==> src/rtl/syscall_pkg.sv <==
// -----------------------------------------------------------------------------
// syscall_pkg
// Shared definitions for the console-input syscall block:
//   - MIPS $v0 codes for the read-type syscalls
//   - string length cap
//   - FSM state encoding
//   - ASCII byte constants used by the integer parser
//   - byte-lane enable helper for the data-memory write port
// -----------------------------------------------------------------------------
package syscall_pkg;

    localparam logic [31:0] SYS_READ_INT  = 32'd5;
    localparam logic [31:0] SYS_READ_STR  = 32'd8;
    localparam logic [31:0] SYS_READ_CHAR = 32'd12;

    localparam logic signed [31:0] MAX_STR_LEN = 32'sd1024;

    localparam logic [7:0] CH_NUL   = 8'h00;
    localparam logic [7:0] CH_TAB   = 8'h09;
    localparam logic [7:0] CH_LF    = 8'h0A;
    localparam logic [7:0] CH_CR    = 8'h0D;
    localparam logic [7:0] CH_SPACE = 8'h20;
    localparam logic [7:0] CH_MINUS = 8'h2D;
    localparam logic [7:0] CH_ZERO  = 8'h30;
    localparam logic [7:0] CH_NINE  = 8'h39;

    typedef enum logic [2:0] {
        ST_IDLE,
        ST_INT_SKIP,
        ST_INT_DIG,
        ST_STR,
        ST_STR_NUL,
        ST_CHR,
        ST_DONE
    } state_t;

    // Whitespace skipped before an integer: space, tab, LF, CR.
    function automatic logic is_space(input logic [7:0] b);
        return (b == CH_SPACE) || (b == CH_TAB) || (b == CH_LF) || (b == CH_CR);
    endfunction

    // One-hot byte enable; address offset 0 selects lane [7:0].
    function automatic logic [3:0] lane_be(input logic [1:0] ofs);
        return 4'b0001 << ofs;
    endfunction

endpackage

==> src/rtl/ascii_dec_acc.sv <==
// -----------------------------------------------------------------------------
// ascii_dec_acc
// Combinational decimal-digit test and accumulate step.
//   i_byte      : ASCII byte under test
//   i_acc       : current accumulator
//   o_is_digit  : i_byte is '0'..'9'
//   o_digit     : numeric value of the digit (meaningful only when o_is_digit)
//   o_acc_next  : i_acc*10 + digit, modulo 2^32
// -----------------------------------------------------------------------------
module ascii_dec_acc
    import syscall_pkg::*;
(
    input  logic [7:0]  i_byte,
    input  logic [31:0] i_acc,
    output logic        o_is_digit,
    output logic [31:0] o_digit,
    output logic [31:0] o_acc_next
);

    logic [31:0] w_times10;

    // acc*10 as (acc<<3)+(acc<<1); high bits drop off so the result wraps.
    assign w_times10  = {i_acc[28:0], 3'b000} + {i_acc[30:0], 1'b0};
    assign o_is_digit = (i_byte >= CH_ZERO) && (i_byte <= CH_NINE);
    assign o_digit    = {28'd0, i_byte[3:0]};
    assign o_acc_next = w_times10 + o_digit;

endmodule

==> src/rtl/syscall_console_in.sv <==
// -----------------------------------------------------------------------------
// syscall_console_in
// Services read_int / read_string / read_char syscalls from a console byte
// stream. Stalls the pipeline while bytes are consumed, writes string bytes
// into data memory one byte per cycle, returns scalar results to $v0.
//
// Ports:
//   clk, reset            clock, asynchronous active-high reset
//   sys, regv, rega, rega1 syscall strobe with $v0, $a0, $a1
//   rx_data, rx_valid     console byte input
//   rx_ready              block accepts a byte this cycle (state-decoded)
//   stall                 freeze pipeline
//   mem_we/addr/wdata/be  byte write into word-addressed data memory
//   rf_we, rf_wdata       one-cycle write of $v0
//   busy                  FSM not idle
// -----------------------------------------------------------------------------
module syscall_console_in
    import syscall_pkg::*;
(
    input  logic        clk,
    input  logic        reset,
    input  logic        sys,
    input  logic [31:0] regv,
    input  logic [31:0] rega,
    input  logic [31:0] rega1,
    input  logic [7:0]  rx_data,
    input  logic        rx_valid,
    output logic        rx_ready,
    output logic        stall,
    output logic        mem_we,
    output logic [31:0] mem_addr,
    output logic [31:0] mem_wdata,
    output logic [3:0]  mem_be,
    output logic        rf_we,
    output logic [31:0] rf_wdata,
    output logic        busy
);

    state_t r_state;
    state_t w_next;

    logic [31:0] r_acc;
    logic        r_neg;
    logic [31:0] r_addr;
    logic [31:0] r_cnt;
    logic [31:0] r_result;
    logic        r_is_str;

    logic        r_mem_we;
    logic [31:0] r_mem_addr;
    logic [31:0] r_mem_wdata;
    logic [3:0]  r_mem_be;

    logic               w_code_hit;
    logic signed [31:0] w_len;
    logic signed [31:0] w_n;
    logic               w_is_digit;
    logic [31:0]        w_digit;
    logic [31:0]        w_acc_next;
    logic               w_is_space;

    ascii_dec_acc u_dec (
        .i_byte     (rx_data),
        .i_acc      (r_acc),
        .o_is_digit (w_is_digit),
        .o_digit    (w_digit),
        .o_acc_next (w_acc_next)
    );

    assign w_is_space = is_space(rx_data);
    assign w_code_hit = sys && ((regv == SYS_READ_INT) || (regv == SYS_READ_STR) ||
                                (regv == SYS_READ_CHAR));

    // $a1 is signed; anything above the cap is clamped.
    assign w_len = $signed(rega1);
    assign w_n   = (w_len > MAX_STR_LEN) ? MAX_STR_LEN : w_len;

    always_ff @(posedge clk or posedge reset) begin
        if (reset) begin
            r_state <= ST_IDLE;
        end else begin
            r_state <= w_next;
        end
    end

    // Transitions out of byte-consuming states test rx_valid only: rx_ready
    // is already implied by being in such a state.
    always_comb begin
        w_next   = r_state;
        rx_ready = 1'b0;
        case (r_state)
            ST_IDLE: begin
                if (sys) begin
                    if (regv == SYS_READ_INT) begin
                        w_next = ST_INT_SKIP;
                    end else if (regv == SYS_READ_CHAR) begin
                        w_next = ST_CHR;
                    end else if (regv == SYS_READ_STR) begin
                        if (w_n <= 0)       w_next = ST_DONE;
                        else if (w_n == 1)  w_next = ST_STR_NUL;
                        else                w_next = ST_STR;
                    end
                end
            end
            ST_INT_SKIP: begin
                rx_ready = 1'b1;
                if (rx_valid && !w_is_space) begin
                    if ((rx_data == CH_MINUS) || w_is_digit) w_next = ST_INT_DIG;
                    else                                     w_next = ST_DONE;
                end
            end
            ST_INT_DIG: begin
                rx_ready = 1'b1;
                if (rx_valid && !w_is_digit) w_next = ST_DONE;
            end
            ST_STR: begin
                rx_ready = 1'b1;
                if (rx_valid && ((rx_data == CH_LF) || (r_cnt == 32'd1))) w_next = ST_STR_NUL;
            end
            ST_STR_NUL: w_next = ST_DONE;
            ST_CHR: begin
                rx_ready = 1'b1;
                if (rx_valid) w_next = ST_DONE;
            end
            ST_DONE:  w_next = ST_IDLE;
            default:  w_next = ST_IDLE;
        endcase
    end

    assign busy     = (r_state != ST_IDLE);
    assign stall    = busy || w_code_hit;
    assign rf_we    = (r_state == ST_DONE) && !r_is_str;
    assign rf_wdata = rf_we ? r_result : 32'd0;

    assign mem_we    = r_mem_we;
    assign mem_addr  = r_mem_addr;
    assign mem_wdata = r_mem_wdata;
    assign mem_be    = r_mem_be;

    // Datapath. Memory writes are registered: a byte accepted in STR is
    // written in the following cycle, and the terminating NUL issued from
    // STR_NUL lands in the DONE cycle, which for strings carries no rf_we.
    always_ff @(posedge clk or posedge reset) begin
        if (reset) begin
            r_acc       <= 32'd0;
            r_neg       <= 1'b0;
            r_addr      <= 32'd0;
            r_cnt       <= 32'd0;
            r_result    <= 32'd0;
            r_is_str    <= 1'b0;
            r_mem_we    <= 1'b0;
            r_mem_addr  <= 32'd0;
            r_mem_wdata <= 32'd0;
            r_mem_be    <= 4'd0;
        end else begin
            r_mem_we    <= 1'b0;
            r_mem_addr  <= 32'd0;
            r_mem_wdata <= 32'd0;
            r_mem_be    <= 4'd0;
            case (r_state)
                ST_IDLE: begin
                    if (w_code_hit) begin
                        r_is_str <= (regv == SYS_READ_STR);
                        r_acc    <= 32'd0;
                        r_neg    <= 1'b0;
                        r_result <= 32'd0;
                        r_addr   <= rega;
                        r_cnt    <= w_n - 32'sd1;
                    end
                end
                ST_INT_SKIP: begin
                    if (rx_valid && !w_is_space) begin
                        if (rx_data == CH_MINUS)  r_neg    <= 1'b1;
                        else if (w_is_digit)      r_acc    <= w_digit;
                        else                      r_result <= 32'd0;
                    end
                end
                ST_INT_DIG: begin
                    if (rx_valid) begin
                        if (w_is_digit) r_acc    <= w_acc_next;
                        else            r_result <= r_neg ? -r_acc : r_acc;
                    end
                end
                ST_STR: begin
                    if (rx_valid) begin
                        r_mem_we    <= 1'b1;
                        r_mem_addr  <= {r_addr[31:2], 2'b00};
                        r_mem_wdata <= {4{rx_data}};
                        r_mem_be    <= lane_be(r_addr[1:0]);
                        r_addr      <= r_addr + 32'd1;
                        r_cnt       <= r_cnt - 32'd1;
                    end
                end
                ST_STR_NUL: begin
                    r_mem_we    <= 1'b1;
                    r_mem_addr  <= {r_addr[31:2], 2'b00};
                    r_mem_wdata <= {4{CH_NUL}};
                    r_mem_be    <= lane_be(r_addr[1:0]);
                end
                ST_CHR: begin
                    if (rx_valid) r_result <= {24'd0, rx_data};
                end
                default: ;
            endcase
        end
    end

endmodule

==> config.mk <==
export PLATFORM = sky130hd
export DESIGN_NAME = syscall_console_in
export DESIGN_NICKNAME = d
export VERILOG_FILES = /design/src/rtl/syscall_pkg.sv /design/src/rtl/ascii_dec_acc.sv /design/src/rtl/syscall_console_in.sv
export SDC_FILE = /design/constraint.sdc
export NUM_CORES = 1
export LEC_CHECK = 0
export CAP_MARGIN = 30
export CORE_MARGIN = 5
export CORE_UTILIZATION = 25
export DETAILED_ROUTE_END_ITERATION = 10
export MAX_ROUTING_LAYER = met4
export PLACE_DENSITY = 0.43
export SYNTH_ARGS = -nofsm -noshare
export SYNTH_HDL_FRONTEND = slang
export SYNTH_SLANG_ARGS = --single-unit
==> constraint.sdc <==
create_clock -name clk -period 5.9 [get_ports clk]
set_input_delay 0.59 -clock clk [delete_from_list [all_inputs] [get_ports clk]]
set_output_delay 0.59 -clock clk [all_outputs]
set_load 0.05 [all_outputs]
Word level (Yosys, flattened, before mapping)

Cells that the tools add are included.

Bits in registers: 202
Latch bits: 0
Memory bits (writable): 0
Memory bits (read-only): 0
Output and inout port bits: 105
Memories kept: 0

Add/subtract/negate cells: 6
Multiply operators: 0
Div/mod/pow operators: 0
Magnitude comparators: 4
Equal/unequal tests: 31
Shifts and indexed selects: 1
Multiplexer cells: 48
Bitwise logic cells: 0
Reduce and logical (&&, ||, !) cells: 30

Operator list:

| cell                    | count |
|---|---|
| $mux W32                | 22 |
| $pmux W32 S2            | 3 |
| $pmux W32 S4            | 1 |
| $pmux W32 S3            | 1 |
| $eq A32 B4 Y1 const B   | 2 |
| $mux W3                 | 11 |
| $add A32 B1 Y32 const B | 1 |
| $add A32 B32 Y32        | 1 |
| $add A32 B4 Y32         | 1 |
| $eq A32 B1 Y1 const B   | 1 |
| $eq A32 B2 Y1 const B   | 1 |
| $eq A32 B3 Y1 const B   | 1 |
| $gt A32 B12 Y1 const B  | 1 |
| $le A32 B1 Y1 const B   | 1 |
| $neg A32 Y32            | 1 |
| $sub A32 B1 Y32 const B | 1 |
| $sub A32 B2 Y32 const B | 1 |
| $ne A2 B2 Y1 const B    | 14 |
| $eq A8 B4 Y1 const B    | 3 |
| $pmux W3 S6             | 1 |
| $eq A8 B6 Y1 const B    | 2 |
| $eq A3 B3 Y1 const B    | 3 |
| $ge A8 B6 Y1 const B    | 1 |
| $le A8 B6 Y1 const B    | 1 |
| other kinds (22)        | 44 |

Longest topological paths before layout

Gate-level depths: netlist of run 1.

Depth in word-level cells: 10
Mapped depth: 15

Hierarchy

A second synthesis of run 1 with hierarchy kept.

Cell total of the unflattened synthesis: 1,524
Area, all modules: 13,397.8 um^2

By module, submodules not included:

| module             | instances | cells each | area each (um^2) |
|---|---|---|---|
| syscall_console_in | 1         | 1,203      | 10,881.7 |
| ascii_dec_acc      | 1         | 321        | 2,516.2 |

Least setup slack after synthesis of run 1

No wires, ideal clock.

Kind: input-to-reg
From: input port rega1[18]
To: register r_cnt[18]
Library setup time: 0.133 ns
Arrival: 3.528 ns
Required time: 5.767 ns
Slack: 2.240 ns
Cell stages on the path: 14
Path buffers: 3
Cells stage by stage: or3_4 or4b_1 buf_4 o31ai_2 buf_2 nand2_1 ha_1 buf_1 and3_1 o221ai_1 nor3b_1 mux2i_1 a21oi_1 o22ai_1

Cells in the longest elaborated chain, start to end: 5

Ends and longest elaborated chain:

| item                 | RTL line                  | source |
|---|---|---|
| from (decl)          | syscall_console_in.sv:25  | `input logic [31:0] rega1,` |
| $gt A32 B12 Y1       | syscall_console_in.sv:76  | `assign w_n = (w_len > MAX_STR_LEN) ? MAX_STR_LEN : w_len;` |
| $mux W32 *           | syscall_console_in.sv:76  |  |
| $sub A32 B2 Y32 *    | syscall_console_in.sv:168 | `r_cnt <= w_n - 32'sd1;` |
| $mux W32 *           | syscall_console_in.sv:162 | `if (w_code_hit) begin` |
| $pmux W32 S2 *       | syscall_console_in.sv:160 | `case (r_state)` |
| to (signal assigned) | syscall_console_in.sv:168 |  |
| to (signal assigned) | syscall_console_in.sv:191 | `r_cnt <= r_cnt - 32'd1;` |
| to (decl)            | syscall_console_in.sv:45  | `logic [31:0] r_cnt;` |

Mark *: on every way between the ends. The rest lies on a longest branch, timed or not. The select of a mux whose other input is x is not followed.
A chain may end at the register's enable or synchronous reset.

Final worst setup path of run 1

Ends and elaborated chain as after synthesis.

==> results by group, run 1 <==
Run status
  • Outcome: complete, no violations

Synthesis
  • Top cell type's share of synthesized area: 36.8%
  • Cell taking the most area after synthesis: dfrtp_1
  • Synth cell count leaders: dfrtp_1 (176), nand2_1 (173), a21oi_1 (115)
  • Ys flop type: dfrtp_1
  • Mux contribution to synthesized area: 0.418%
  • Top area cells in the synthesized netlist: dfrtp_1 (37%), ha_1 (7.1%), nand2_1 (5.4%)
  • Mean Syn Cell Area: 8.43 um^2
  • Top-count cell post-synth: dfrtp_1
  • XOR/XNOR Fraction of Synth Area: 5.34%
  • Synthesis Warnings: 0
  • #FFs+latches synth: 176
  • Compound-cell area share of the yosys netlist: 22.4%
  • Mapped Cells: 1420
  • Seq/Total Area, Yosys: 36.8%
  • Largest family of logic cells by synthesized area: simple AND/OR/NAND/NOR gates
  • Simple-gate portion of the synthesized area: 22.5%
  • Number of synthesized flops with an enable pin: 0
  • Syn Std Cell Area: 12000 um^2
  • Synth cell types: 80
  • Post-Synth Adder-Cell Area: 7.44%
  • Ys async rst share: 100%

Worst setup path
  • Family with the most delay on the worst path: simple AND/OR/NAND/NOR gates
  • Critical Path AT: 4.35 ns
  • Worst r2r src: r_acc[2]$_DFFE_PP0P_
  • Slowest CP cell: or4b_1
  • Reg2reg path depth: 12
  • Crit path launch type: input port
  • Critical Path Max Stage Delay: 0.69 ns
  • Crit path required time: 6.29 ns
  • CP max FO: 8
  • CP bufs+invs: 1
  • Setup slack, reg-to-reg: 2.43 ns
  • CP endpoint kind: flip-flop
  • Critical path class: input port to flip-flop
  • Worst path cell trace: clkdlybuf4s50_1 -> or3_4 -> or4b_1 -> o31ai_2 -> nand2_1 -> ha_1 -> and3_1 -> o221ai_1 -> nor3b_1 -> mux2i_1 -> a21oi_1 -> o22ai_1
  • Worst r2r dst: r_acc[30]$_DFFE_PP0P_

Global route
  • Met2 Resource Use GR: 25.0%
  • Largest net degree at the start of global routing: 85
  • GRT Overall Usage: 15.4%
  • Antenna violations before repair: 1
  • Grt peak-use layer: met2
  • Met1 Track Usage GR: 20.1%
  • Vias in the first global route: 11.2k
  • First-pass GRT wire length: 63900 um
  • Grt total ovfl: 0
  • M3 GR Usage: 2.92%

STA
  • Final hold vios: 0
  • Rel. slew slack: 46.8%
  • Fmax: 253 MHz
  • Clock Skew: 0.0152 ns
  • Fin Setup TNS: 0 ns
  • Min Clock Period, post-route: 3.96 ns
  • RSZ-0062 raised after global routing: false
  • Hold_ws: 0.479 ns
  • Slew Viols, Final: 0
  • Final setup violation count: 0
  • Tcrit/Tclk final: 67.1%
  • Worst slew pin tran: 0.795 ns

Layout
  • Final Net Count: 1749
  • Fraction of layout cells with a size suffix above 1: 4.73%
  • Fin util: 31.8%
  • Synth-to-Final Area Change: 26.5%
  • Finished Cell Area: 15100 um^2
  • Fill cells: 4960

Drt
  • Vias per inst: 5.00
  • First-pass DRT Iterations: 5
  • # DRC: 0
  • DR WL/cell: 17.9 um
  • Initial DRC Count: 681
  • Drt total wl: 39300 um
  • Antenna-violating nets left: 0
  • Vias: 11.0k

Worst hold path
  • Path category of the worst min-delay check: flip-flop to flip-flop
  • Hold EP: r_result[1]$_DFFE_PP0P_
  • Depth of the worst hold-timing path: 2
  • Hold wc startpoint: r_result[1]$_DFFE_PP0P_

Floorplanning
  • Die area: 52300 um^2
  • Row Count: 80
  • # IOs: 213
  • Die X: 229 um
  • Initial Util: 25.2%
  • Die Height: 229 um
  • Core area: 47500 um^2

Clock tree
  • Latest clock arrival within the worst-skew pair: 0.46 ns
  • CTS Buf Count: 17
  • Sink Count: 176
  • Clock H-tree levels: 4
  • Clock Path Buffers: 2
  • CTS tree: done
  • CTS clk-pin slew, worst paths: 0.08 ns
  • Root cell of the clock tree: clkbuf_16
  • Post-CTS sizing: 0
  • Hold buffers post-CTS: 0
  • Post-CTS Setup Bufs: 0

Pwr
  • Leakage: 6.56 nW
  • Post-layout power: 4.87 mW
  • Worst vdd ir: 0.168 mV
  • PD cells: 322 nW/um^2

Flow run
  • Max cap viols: 0

Placed design
  • PortBufs: 210
  • Placer Congestion: 0.834
  • Post-DP Area: 14500 um^2
  • DP HPWL: 28800 um
==> cell families after synthesis <==
kind of cell             count (synthesis)
AO/OA/AOI/OAI                          432
XOR/XNOR                                73
adder cells (fa/ha/maj)                 70
buffers and inverters                  131
flip-flops                             176
multiplexers                             5
other                                    1
AND/OR/NAND/NOR                        532
==> registers in the layout (all words and copies together), names as in the netlist, 3 cells and up <==
name,count
r_acc,32
r_state,3
r_addr,32
mem_be,4
r_cnt,32
mem_wdata,8
r_result,32
mem_addr,30
==> final cells by class <==
| class | instances | area (um^2) | share of cell area, % |
|---|---|---|---|
| multi-input combinational | 1114 | 7000 | 46.3 |
| sequential | 176 | 4400 | 29.1 |
| timing repair buffer | 228 | 2240 | 14.8 |
| tap | 615 | 769 | 5.09 |
| clock buffer | 18 | 429 | 2.84 |
| clock inverter | 14 | 155 | 1.03 |
| inverter | 34 | 135 | 0.893 |
| antenna | 1 | 2.50 | 0.0165 |
==> metrics by stage <==
| stage | setup slack [ns] | instances |
|---|---|---|
| after CTS | 1.99 | 2199 |
| final | 1.94 | 2200 |
| after global routing | 1.66 | 2200 |
| after floorplan | 0.536 | 1421 |
| after detailed placement | 1.51 | 2167 |
| after global placement | 1.46 | 2167 |
==> worst min-delay path, cell delays in order (launching register included) <==
cell	delay, ns
dfrtp_1	0.34
nand2_1	0.05
o21ai_0	0.06
==> metal layers <==
metal	wire length [um]	part of all wire [%]
met1	18700	48
met2	19000	48
met3	1230	3.1
met4	397	1.0
met5	0	0
==> worst max-delay path by stage <==
stage / from / end / slack [ns] / cells past startpoint
3_5_place_dp: rega1[18] / r_cnt[30]$_DFFE_PP0P_ / 1.51 / 13
4_1_cts: rega1[18] / r_cnt[18]$_DFFE_PP0P_ / 1.99 / 12
5_1_grt: rega1[3] / r_cnt[30]$_DFFE_PP0P_ / 1.66 / 14
2_1_floorplan: reset / mem_addr[10]$_DFF_PP0_ / 0.54 / 1
6_report: rega1[18] / r_cnt[18]$_DFFE_PP0P_ / 1.94 / 12
3_3_place_gp: rega1[18] / r_cnt[30]$_DFFE_PP0P_ / 1.46 / 13
==> layout by cell type (no fill, tap or decap), types with 39 or more instances in the layout <==
cell type | Yosys | routed
nor3_1 | 41 | 40
dfrtp_1 | 176 | 176
nor2_1 | 76 | 75
o21ai_0 | 96 | 96
nand2_1 | 173 | 172
a21oi_1 | 115 | 115
clkdlybuf4s50_1 | 0 | 210
nor2b_1 | 41 | 41
xor2_1 | 39 | 39
ha_1 | 68 | 68
o21ai_1 | 46 | 46
==> power by group <==
group | internal [mW] | total (mW) | switching, mW
sequential | 1.39 | 1.57 | 0.180
clock | 0.632 | 1.19 | 0.560
combinational | 0.789 | 2.11 | 1.32
(Power assumes the default switching activity.)
==> inputs of run 2 (changes only) <==
Clock period 5.9 ns to 4.1 ns, I/O delays scaled along.
==> run 2 against run 1 <==
Against the previous run: via count barely moved; sequential share of layout area fell by 0.36 points; largest power group unchanged; non-clock buffer count rose by 12; clock power rose by 50%.
==> results by group, run 2 (synthesis results as in run 1) <==
STA
  • Fin Setup TNS: 0 ns (unchanged)
  • Clock Skew: 0.0108 ns (was 0.0152 ns)
  • Tcrit/Tclk final: 85.5%
  • Final setup violation count: 0 (unchanged)
  • RSZ-0062 raised after global routing: false (unchanged)
  • Min Clock Period, post-route: 3.50 ns
  • Worst slew pin tran: 0.731 ns (was 0.795 ns)
  • Slew Viols, Final: 0 (unchanged)
  • Final hold vios: 0 (unchanged)
  • Hold_ws: 0.352 ns (was 0.479 ns)
  • Rel. slew slack: 50.8% (was 46.8%)
  • Final setup margin: 0.596 ns (was 1.94 ns)
  • Fmax: 285 MHz

Pwr
  • Leakage: 6.64 nW (was 6.56 nW)
  • Post-layout power: 7.12 mW (was 4.87 mW)
  • Worst vdd ir: 0.226 mV (was 0.168 mV)
  • PD cells: 464 nW/um^2 (was 322 nW/um^2)

Placed design
  • Dpl ws: 0.165 ns (was 1.51 ns)
  • Placer Congestion: 0.841 (was 0.834)
  • DP HPWL: 29500 um (was 28800 um)
  • PortBufs: 210 (unchanged)
  • Post-DP Area: 14700 um^2 (was 14500 um^2)

Drt
  • Antenna-violating nets left: 0 (unchanged)
  • Drt total wl: 40500 um (was 39300 um)
  • DR WL/cell: 18.3 um (was 17.9 um)
  • # DRC: 0 (unchanged)
  • Vias per inst: 4.98 (was 5.00)
  • First-pass DRT Iterations: 5 (unchanged)
  • Initial DRC Count: 682 (was 681)
  • Vias: 11.0k (about the same)

Global route
  • GRT Overall Usage: 16.0% (was 15.4%)
  • Antenna violations before repair: 0 (was 1)
  • Met2 Resource Use GR: 25.5% (was 25.0%)
  • Grt total ovfl: 0 (unchanged)
  • Grt peak-use layer: met2 (unchanged)
  • Met1 Track Usage GR: 20.7% (was 20.1%)
  • First-pass GRT wire length: 65500 um (was 63900 um)
  • Largest net degree at the start of global routing: 94 (was 85)
  • Vias in the first global route: 11.2k (about the same)
  • M3 GR Usage: 4.01% (was 2.92%)

Floorplanning
  • # IOs: 213 (unchanged)
  • Initial Util: 25.2% (unchanged)
  • Row Count: 80 (unchanged)
  • Die area: 52300 um^2 (unchanged)
  • Core area: 47500 um^2 (unchanged)
  • Die X: 229 um (unchanged)
  • Die Height: 229 um (unchanged)

Layout
  • Synth-to-Final Area Change: 28.0% (was 26.5%)
  • Most frequent cells in the layout: clkdlybuf4s50_1 (210), dfrtp_1 (176), nand2_1 (172) (unchanged)
  • Number of diodes: 0 (was 1)
  • Most common cell after layout, fill and taps aside: clkdlybuf4s50_1 (unchanged)
  • Final Net Count: 1761 (was 1749)
  • Finished Cell Area: 15300 um^2 (was 15100 um^2)
  • Fill cells: 4956 (was 4960)
  • Fraction of layout cells with a size suffix above 1: 5.45% (was 4.73%)

Worst setup path
  • Worst r2r src: r_acc[0]$_DFFE_PP0P_ (was r_acc[2]$_DFFE_PP0P_)
  • Crit path required time: 4.52 ns (was 6.29 ns)
  • Critical path class: flip-flop to flip-flop (was input port to flip-flop)
  • CP max FO: 7 (was 8)
  • Setup slack, reg-to-reg: 0.60 ns (was 2.43 ns)
  • Critical Path AT: 3.93 ns (was 4.35 ns)
  • Worst r2r dst: r_acc[30]$_DFFE_PP0P_ (unchanged)
  • Crit path from: r_acc[0]$_DFFE_PP0P_ (was rega1[18])
  • Reg2reg path depth: 12 (unchanged)
  • Crit path launch type: flip-flop (was input port)
  • CP endpoint kind: flip-flop (unchanged)

Run status
  • Outcome: complete, no violations (unchanged)

Clock tree
  • CTS tree: done (unchanged)
  • Hold buffers post-CTS: 0 (unchanged)
  • Post-CTS Setup Bufs: 0 (unchanged)
  • CTS Buf Count: 17 (unchanged)
  • Root cell of the clock tree: clkbuf_16 (unchanged)
  • Post-CTS sizing: 0 (unchanged)
  • Latest clock arrival within the worst-skew pair: 0.49 ns (was 0.46 ns)
  • CTS clk-pin slew, worst paths: 0.07 ns (was 0.08 ns)
  • Clock Path Buffers: 2 (unchanged)
  • Clock H-tree levels: 4 (unchanged)
  • Sink Count: 176 (unchanged)

Flow run
  • Max cap viols: 0 (unchanged)

Worst hold path
  • Path category of the worst min-delay check: input port to asynchronous set/reset pin (was flip-flop to flip-flop)
## run 2: changes by cell type in the layout (fill, tap and decap cells not counted)
cell	change
buf_12	+5
buf_16	+1
buf_4	+6
bufinv_16	+1
clkinv_2	-2
clkinv_4	-1
clkinvlp_4	+3
diode_2	-1
inv_6	+1
inv_8	-2
## run 2: worst max-delay path by stage
stage | depth (start not counted) | slack, ns | end
global route | 12 | 0.35 | r_acc[28]$_DFFE_PP0P_
global placement | 13 | 0.22 | r_acc[28]$_DFFE_PP0P_
floorplan | 14 | 0.62 | r_cnt[18]$_DFFE_PP0P_
finish | 12 | 0.60 | r_acc[30]$_DFFE_PP0P_
detailed placement | 13 | 0.17 | r_cnt[16]$_DFFE_PP0P_
CTS | 12 | 0.58 | r_acc[30]$_DFFE_PP0P_
## run 2: critical path, stage by stage (launching register included)
cell and delay (ns):
dfrtp_1 0.49, fa_1 0.52, inv_1 0.10, fa_1 0.21, nand2b_1 0.13, a21oi_1 0.11, o41ai_1 0.33, o21ai_1 0.25
o21ba_1 0.25, o21ai_1 0.25, o2111ai_1 0.20, or4b_1 0.52, nand3_1 0.09
## run 2: metrics by stage
stage                     utilization (%)  cells
final                                32.2   2211
after global routing                 32.2   2211
after CTS                            32.2   2211
after detailed placement             30.9   2179
after global placement               30.9   2178
after floorplan                         -   1421
## run 2: layout make-up
type	instances	area (um^2)	share of cell area, %
Multi-Input combinational cell	1114	7000	45.7
Sequential cell	176	4400	28.7
Timing Repair Buffer	240	2410	15.7
Tap cell	615	769	5.02
Clock buffer	18	429	2.80
Clock inverter	14	179	1.17
Inverter	34	131	0.857
## run 2: power by group
part	switching (mW)	internal [mW]	total [mW]
Sequential	0.252	2.01	2.26
Clock	0.810	0.967	1.78
Combinational	1.92	1.16	3.08
Total	2.99	4.13	7.12
## run 2: layer usage
layer	share of wire (%)	wire, um
met2	48	19300
met4	1.2	490
met3	3.6	1470
met5	0	0
met1	47	19200
